## src/rtl/rc_pkg.sv

```systemverilog
// Shared definitions for the route-computation stage: flit types,
// one-hot output directions, channel indices and the per-channel state type.
package rc_pkg;

    localparam logic [1:0] FLIT_HEAD   = 2'b10;
    localparam logic [1:0] FLIT_BODY   = 2'b00;
    localparam logic [1:0] FLIT_TAIL   = 2'b01;
    localparam logic [1:0] FLIT_SINGLE = 2'b11;

    localparam logic [4:0] DIR_E = 5'b00001;
    localparam logic [4:0] DIR_W = 5'b00010;
    localparam logic [4:0] DIR_S = 5'b00100;
    localparam logic [4:0] DIR_N = 5'b01000;
    localparam logic [4:0] DIR_L = 5'b10000;

    // Channel indices; the first four double as pressure slot indices.
    localparam int CH_E = 0;
    localparam int CH_W = 1;
    localparam int CH_S = 2;
    localparam int CH_N = 3;
    localparam int CH_L = 4;

    typedef enum logic {
        ST_IDLE   = 1'b0,
        ST_LOCKED = 1'b1
    } chan_state_t;

endpackage

```

## src/rtl/rc_channel.sv

```systemverilog
// One route-computation channel: one-flit pipeline register, wormhole lock
// FSM and the minimal (optionally pressure-adaptive) route function.
// Optional feature macro: RC_ADAPTIVE_EN (adaptive dx/dy choice).
//
// state     | meaning
// ----------|----------------------------------------------------------
// ST_IDLE   | no packet in flight; head/single flits compute a route
// ST_LOCKED | head seen; body/tail flits reuse r_lock_dir until the tail
module rc_channel
    import rc_pkg::*;
#(
    parameter int X_COORD  = 0,
    parameter int Y_COORD  = 1,
    parameter int MESH_X   = 4,
    parameter int MESH_Y   = 4,
    parameter int CW       = 2,
    parameter int DATASIZE = 40,
    parameter int WIDTH    = 3
) (
    input  logic                    rc_clk,
    input  logic                    rst_n,
    input  logic [DATASIZE-1:0]     in_data,
    input  logic                    in_valid,
    output logic                    in_ready,
    input  logic [4*(WIDTH+1)-1:0]  pressure_in,
    output logic [DATASIZE-1:0]     data_out,
    output logic [4:0]              direction_out,
    output logic                    out_valid,
    input  logic                    rc_ready,
    output logic                    rc_err
);

    localparam int PW = WIDTH + 1;

    chan_state_t         r_state;
    logic [4:0]          r_lock_dir;
    logic [DATASIZE-1:0] r_data;
    logic [4:0]          r_dir;
    logic                r_valid;
    logic                r_err;

    logic [1:0]          w_type;
    logic [CW-1:0]       w_dest_x;
    logic [CW-1:0]       w_dest_y;
    logic [4:0]          w_x_dir;
    logic [4:0]          w_y_dir;
    logic [4:0]          w_route_dir;
    logic                w_route_err;
    logic                w_accept;

    assign w_type   = in_data[DATASIZE-1 -: 2];
    assign w_dest_x = in_data[2*CW-1:CW];
    assign w_dest_y = in_data[CW-1:0];
    assign in_ready = !r_valid || rc_ready;
    assign w_accept = in_valid && in_ready;

`ifdef RC_ADAPTIVE_EN
    logic [PW-1:0] w_p_x;
    logic [PW-1:0] w_p_y;
    assign w_p_x = (w_x_dir == DIR_E) ? pressure_in[CH_E*PW +: PW] : pressure_in[CH_W*PW +: PW];
    assign w_p_y = (w_y_dir == DIR_N) ? pressure_in[CH_N*PW +: PW] : pressure_in[CH_S*PW +: PW];
`else
    logic w_unused_pressure;
    assign w_unused_pressure = ^pressure_in;
`endif

    // Route for a head/single flit; off-mesh destinations go local and flag an error.
    always_comb begin
        w_x_dir     = 5'b0;
        w_y_dir     = 5'b0;
        w_route_dir = DIR_L;
        w_route_err = 1'b0;
        if (int'(w_dest_x) >= MESH_X || int'(w_dest_y) >= MESH_Y) begin
            w_route_err = 1'b1;
        end else begin
            if (int'(w_dest_x) > X_COORD)      w_x_dir = DIR_E;
            else if (int'(w_dest_x) < X_COORD) w_x_dir = DIR_W;
            if (int'(w_dest_y) > Y_COORD)      w_y_dir = DIR_N;
            else if (int'(w_dest_y) < Y_COORD) w_y_dir = DIR_S;
            if (w_x_dir != 5'b0 && w_y_dir != 5'b0) begin
`ifdef RC_ADAPTIVE_EN
                w_route_dir = (w_p_y < w_p_x) ? w_y_dir : w_x_dir;
`else
                w_route_dir = w_x_dir;
`endif
            end else if (w_x_dir != 5'b0) begin
                w_route_dir = w_x_dir;
            end else if (w_y_dir != 5'b0) begin
                w_route_dir = w_y_dir;
            end
        end
    end

    // Pipeline register plus wormhole lock FSM with registered outputs.
    always_ff @(posedge rc_clk) begin
        if (!rst_n) begin
            r_state    <= ST_IDLE;
            r_lock_dir <= 5'b0;
            r_data     <= '0;
            r_dir      <= 5'b0;
            r_valid    <= 1'b0;
            r_err      <= 1'b0;
        end else begin
            r_err <= 1'b0;
            if (w_accept) begin
                r_valid <= 1'b1;
                r_data  <= in_data;
                case (r_state)
                    ST_IDLE: begin
                        case (w_type)
                            FLIT_HEAD: begin
                                r_dir      <= w_route_dir;
                                r_err      <= w_route_err;
                                r_lock_dir <= w_route_dir;
                                r_state    <= ST_LOCKED;
                            end
                            FLIT_SINGLE: begin
                                r_dir <= w_route_dir;
                                r_err <= w_route_err;
                            end
                            default: begin
                                r_dir <= DIR_L;
                                r_err <= 1'b1;
                            end
                        endcase
                    end
                    ST_LOCKED: begin
                        case (w_type)
                            FLIT_BODY: begin
                                r_dir <= r_lock_dir;
                            end
                            FLIT_TAIL: begin
                                r_dir   <= r_lock_dir;
                                r_state <= ST_IDLE;
                            end
                            FLIT_HEAD: begin
                                r_dir      <= w_route_dir;
                                r_err      <= 1'b1;
                                r_lock_dir <= w_route_dir;
                            end
                            default: begin
                                r_dir   <= w_route_dir;
                                r_err   <= 1'b1;
                                r_state <= ST_IDLE;
                            end
                        endcase
                    end
                    default: r_state <= ST_IDLE;
                endcase
            end else if (rc_ready) begin
                r_valid <= 1'b0;
            end
        end
    end

    assign data_out      = r_data;
    assign direction_out = r_dir;
    assign out_valid     = r_valid;
    assign rc_err        = r_err;

endmodule

```

## src/rtl/rc_mesh_adaptive.sv

```systemverilog
// Route-computation stage for one mesh router node: NUM_CH independent
// rc_channel instances; this level only slices the flat buses.
// Optional feature macro: RC_ADAPTIVE_EN (pressure-driven adaptive routing).
module rc_mesh_adaptive
    import rc_pkg::*;
#(
    parameter int X_COORD  = 0,
    parameter int Y_COORD  = 1,
    parameter int MESH_X   = 4,
    parameter int MESH_Y   = 4,
    parameter int CW       = 2,
    parameter int DATASIZE = 40,
    parameter int WIDTH    = 3,
    parameter int NUM_CH   = 5
) (
    input  logic                       rc_clk,
    input  logic                       rst_n,
    input  logic [NUM_CH*DATASIZE-1:0] in_data,
    input  logic [NUM_CH-1:0]          in_valid,
    output logic [NUM_CH-1:0]          in_ready,
    input  logic [4*(WIDTH+1)-1:0]     pressure_in,
    output logic [NUM_CH*DATASIZE-1:0] data_out,
    output logic [NUM_CH*5-1:0]        direction_out,
    output logic [NUM_CH-1:0]          out_valid,
    input  logic [NUM_CH-1:0]          rc_ready,
    output logic [NUM_CH-1:0]          rc_err
);

    // One channel per input port, all sharing the neighbour pressure bus.
    for (genvar c = 0; c < NUM_CH; c++) begin : g_ch
        rc_channel #(
            .X_COORD  (X_COORD),
            .Y_COORD  (Y_COORD),
            .MESH_X   (MESH_X),
            .MESH_Y   (MESH_Y),
            .CW       (CW),
            .DATASIZE (DATASIZE),
            .WIDTH    (WIDTH)
        ) u_ch (
            .rc_clk        (rc_clk),
            .rst_n         (rst_n),
            .in_data       (in_data[c*DATASIZE +: DATASIZE]),
            .in_valid      (in_valid[c]),
            .in_ready      (in_ready[c]),
            .pressure_in   (pressure_in),
            .data_out      (data_out[c*DATASIZE +: DATASIZE]),
            .direction_out (direction_out[c*5 +: 5]),
            .out_valid     (out_valid[c]),
            .rc_ready      (rc_ready[c]),
            .rc_err        (rc_err[c])
        );
    end

endmodule

```

## config.mk

```make
export PLATFORM = sky130hd
export DESIGN_NAME = rc_mesh_adaptive
export DESIGN_NICKNAME = d
export VERILOG_FILES = /design/src/rtl/rc_pkg.sv /design/src/rtl/rc_channel.sv /design/src/rtl/rc_mesh_adaptive.sv
export SDC_FILE = /design/constraint.sdc
export NUM_CORES = 1
export LEC_CHECK = 0
export BUFFER_PORTS_ARGS = -buffer_cell sky130_fd_sc_hd__buf_2
export CAP_MARGIN = 10
export CORE_MARGIN = 2
export CORE_UTILIZATION = 32
export CTS_CLUSTER_SIZE = 40
export DETAILED_ROUTE_END_ITERATION = 6
export GPL_ROUTABILITY_DRIVEN = 0
export PLACE_DENSITY = 0.6
export SLEW_MARGIN = 20
export SYNTH_ARGS = -nofsm -noshare
export SYNTH_HDL_FRONTEND = slang
export SYNTH_HIERARCHICAL = 1
export SYNTH_SLANG_ARGS = --single-unit
```

## constraint.sdc

```tcl
create_clock -name rc_clk -period 3 [get_ports rc_clk]
set_input_delay 0.75 -clock rc_clk [delete_from_list [all_inputs] [get_ports rc_clk]]
set_output_delay 0.75 -clock rc_clk [all_outputs]
set_load 0.005 [all_outputs]
```

After elaboration in Yosys (flattened, before gate mapping). Index checks and enable logic that the tools add are counted.

Output and inout bits: 240. Input bits: 228. Flip-flop bits (word level): 265.

Reduce and logical (&&, ||, !) cells: 65. Eq/ne operators: 15. Bitwise gates (word level): 5. Mux-type cells: 90. Magnitude comparators: 15.

Operators by type and width (number): $mux W5 (35); $pmux W5 S2 (5); $reduce_bool A5 Y1 (10); $mux W1 (35); $reduce_or A2 Y1 (15); $eq A2 B2 Y1 const B (10); $gt A2 B1 Y1 const B (10); $pmux W1 S2 (10); $reduce_and A2 Y1 (10); $mux W3 (5); $eq A2 B1 Y1 const B (5); $logic_and A1 B1 Y1 (10); $logic_not A2 Y1 (5); $lt A2 B1 Y1 const B (5); $reduce_bool A2 Y1 (5); $logic_not A1 Y1 (5); $logic_or A1 B1 Y1 (5); $not A1 Y1 (5).

Logic depth before layout (Yosys ltp).
Depth in word-level cells: 9. Depth in mapped cells: 6. Gate-level depth less buffers: 4.

Modules after synthesis. The synthesis kept the hierarchy.

Modules (own cells, without submodules): rc_channel (area an instance 2147.1 um^2, instances 5, seq. area each 1021.0 um^2, cells each 240).

Least setup slack after synthesis. No wires, ideal clock.

Path kind: in2out. Start: input port rc_ready[0]. End: output port in_ready[0]. Cell stages on the path: 3. Arrival time: 1.127 ns. Slack: 1.123 ns. Required time: 2.250 ns. Cell sequence: nor2b_4 -> inv_2 -> buf_2.

Word-level cells in the longest chain between the ends: 1.

RTL lines: start, declared (RTL line rc_mesh_adaptive.sv:25) `input logic [NUM_CH-1:0] rc_ready,`; $logic_or A1 B1 Y1 (RTL line rc_channel.sv:54) `assign in_ready = !r_valid || rc_ready;`; end, declared (RTL line rc_mesh_adaptive.sv:20) `output logic [NUM_CH-1:0] in_ready,`.

No other way between the ends.

Worst setup path after layout.
Start: register g_ch[2].u_ch.r_valid. End: output port in_ready[2].

Word-level cells in the longest chain between the ends: 2.

RTL lines: start, declared (RTL line rc_channel.sv:39) `logic r_valid;`; start signal, assigned (RTL line rc_channel.sv:101) `r_valid <= 1'b0;`; start signal, assigned (RTL line rc_channel.sv:106) `r_valid <= 1'b1;`; start signal, assigned (RTL line rc_channel.sv:151) `r_valid <= 1'b0;`; $logic_not A1 Y1 (RTL line rc_channel.sv:54); $logic_or A1 B1 Y1 (RTL line rc_channel.sv:54).

No other way between the ends.

==> impl_results.md <==
* Status: completed
* Via count at 10.3k
* Endpoints failing setup at 0
* Clk_lat worst skew at 540 ps
* P_int at 6000 uW
* Detailed placement HPWL at 22800 um
* Maximum VDD drop at 371 uV
* Relative slew slack at 58.0%
* Worst-path clk slew at 60 ps
* Ports at 468
* # resized after CTS at 0
* Critical Path RT at 2250 ps
* Startpoint Class: flip-flop
* H-tree depth at 1
* Ys async rst share at 0%
* Die width at 187 um
* Drt pass-1 iters at 5
* Crit path from: g_ch[2].u_ch/out_valid
* Placed inst area at 12800 um^2
* NumNets Final at 1801
* Routed wl met3 at 2390 um
* Area of the multi-input gates at 4600 um^2
* Storage element area at 5100 um^2
* CTS sink count at 255
* Worst slew pin tran at 629 ps
* Hold_sp: in_data[158]
* Post-DR vias/cell at 5.07
* Largest net degree at the start of global routing at 47
* Total GRT Usage at 18.3%
* First-pass GRT wire length at 53300 um
* Netlist cell types at 31
* I/O Buffers at 446
* Core area at 33300 um^2
* CTS Hold Bufs at 0
* Post-CTS setup buffer count at 0
* Synth Cell Area at 10700 um^2
* Hold WS at 431 ps
* Dominant cell type by area after synthesis: dfxtp_1
* Routed Antenna Nets at 0
* Final hold violation count at 0
* YS warnings at 6
* Post-synthesis cell count at 1200
* Die height at 187 um
* R2R Setup Slk at 1470 ps
* Post-Route Skew at 8.70 ps
* WL met2 at 16600 um
* Seq pwr share at 45.4%
* FF-to-FF Start: g_ch[0].u_ch/out_valid
* Share of cells above drive strength 1 at 35.6%
* Wire length per cell at 16.7 um
* Fmax at 0.507 GHz
* Most used DFF post-synth: dfxtp_1
* Clock buffer depth at 3
* Total grt overflow at 0
* Switch share at 25.7%
* Syn Nets at 1428
* Routed wire length at 34100 um
* Number of flops mapped to enable cells by yosys at 0
* Area Growth Syn to Fin at 28.2%
* Top routing layer in use: met4
* Pwr Density at 587 nW/um^2
* P_leak at 0.00602 uW
* DR iter-0 viols at 584
* Worst-path fanout max at 2
* Hold WC Path Type: in2reg
* Fillers at 3400
* Net Sw Power at 2070 uW
* CP Capture Type: primary output
* FP Rows at 67
* CP Data Arrival Time at 1220 ps
* Synth cell count leaders: dfxtp_1 (255), a21oi_1 (220), nand3_1 (205)
* Final period util at 65.7%
* Most common cell in the netlist: dfxtp_1
* Register area share after synthesis at 47.6%
* Top post-synthesis cells by area: dfxtp_1 (48%), a21oi_1 (10%), nand3_1 (9.6%), o21ai_0 (8.4%), buf_4 (2.8%)
* Setup_tns at 0 ps
* Wl on met1 at 14400 um
* RSZ-0062 raised after global routing: no
* Dpl ws at 758 ps
* CTS buffer count at 29
* Top cell type's share of synthesized area at 47.6%
* PnR worst setup slack at 1030 ps
* Post-route cell area at 13800 um^2
* Period minus WS final at 1970 ps
* CP max-delay cell: dfxtp_1
* Clock Power Share at 42.0%
* Initial core utilization at 32.3%
* Comb power frac at 12.6%
* Maxcap violations at 0
* Antenna violations before repair at 4
* Synthesized flop and latch total at 255
* CP Cell Sequence: nor2b_4, inv_2, buf_2
* Slowest cell delay on critical path at 360 ps
* Clock tree root buffer cell: clkbuf_16
* CTS tree: built
* Setup CP Type: reg2out
* Slew Viols, Final at 0
* Die ar. at 35000 um^2
* Via count of the first global-routing pass at 9885
* Mean Syn Cell Area at 8.95 um^2
* DRC Markers at 0
==> critical path, delay by kind of cell, from the launching register on <==
family        cells  cell delay [ps]
flops             1              360
simple gates      1              170
buf+inv           2              160
==> registers in the layout, summed over array words and instances (netlist names) <==
register	flops
g_ch.u_ch/data_out	200
g_ch.u_ch/direction_out	20
g_ch.u_ch/r_lock_dir	20
g_ch.u_ch/out_valid	5
g_ch.u_ch/r_state	5
g_ch.u_ch/rc_err	5
==> cell families after synthesis <==
kind of cell | count (synthesis) | share of synthesized area [%]
AO/OA/AOI/OAI | 475 | 25.0
AND/OR/NAND/NOR | 285 | 15.8
flip-flops | 255 | 47.6
buffers and inverters | 160 | 9.62
multiplexers | 20 | 1.86
other | 5 | 0.175
==> stage by stage <==
stage	cells	utilization, %	power (uW)
6_report	2043	41.3	8080
5_1_grt	2043	41.3	8470
4_1_cts	2039	41.3	8220
3_5_place_dp	1990	38.5	4760
3_3_place_gp	1990	38.5	4740
2_1_floorplan	1200	-	4320
==> worst paths after layout <==
path / end / cells after the start
min: g_ch[3].u_ch/r_state / 2
max: in_ready[2] / 3
max reg2reg: g_ch[0].u_ch/direction_out[4] / 5
min reg2reg: g_ch[3].u_ch/r_lock_dir[2] / 2
==> power groups by stage <==
| stage | combinational [uW] | sequential [uW] | clock (uW) |
|---|---|---|---|
| global placement | 1010 | 3730 | 0 |
| detailed placement | 1020 | 3740 | 0 |
| floorplan | 567 | 3750 | 0 |
| global route | 1130 | 3680 | 3660 |
| finish | 1020 | 3670 | 3400 |
| CTS | 1030 | 3660 | 3530 |
==> placed cells by master, fill, tap and decap left out, types with 10 or more instances in the layout <==
master     count
a21oi_1      220
o21ai_1       30
buf_2        446
inv_1         20
o21ai_0      180
mux2i_1       20
clkbuf_16     29
nand2_1       35
dfxtp_1      255
nor2_1        10
clkbuf_8      10
buf_4         25
nor2b_4       10
nand3_1      205
==> metal layers <==
metal	vias to the layer above	GRT usage, %
li1	5065	-
met1	4889	22.8
met2	342	31.3
met3	52	4.03
met4	0	5.77
met5	-	0
==> area by class of cell <==
type                       instances  share of cell area [%]
antenna                            4                  0.0728
clock buffer                      43                    6.38
clock inverter                     6                   0.300
inverter                          30                   0.909
multi-input combinational        785                    33.4
sequential                       255                    37.1
tap                              448                    4.07
timing repair buffer             472                    17.7
Note: power is estimated with default switching activity, not from simulation.
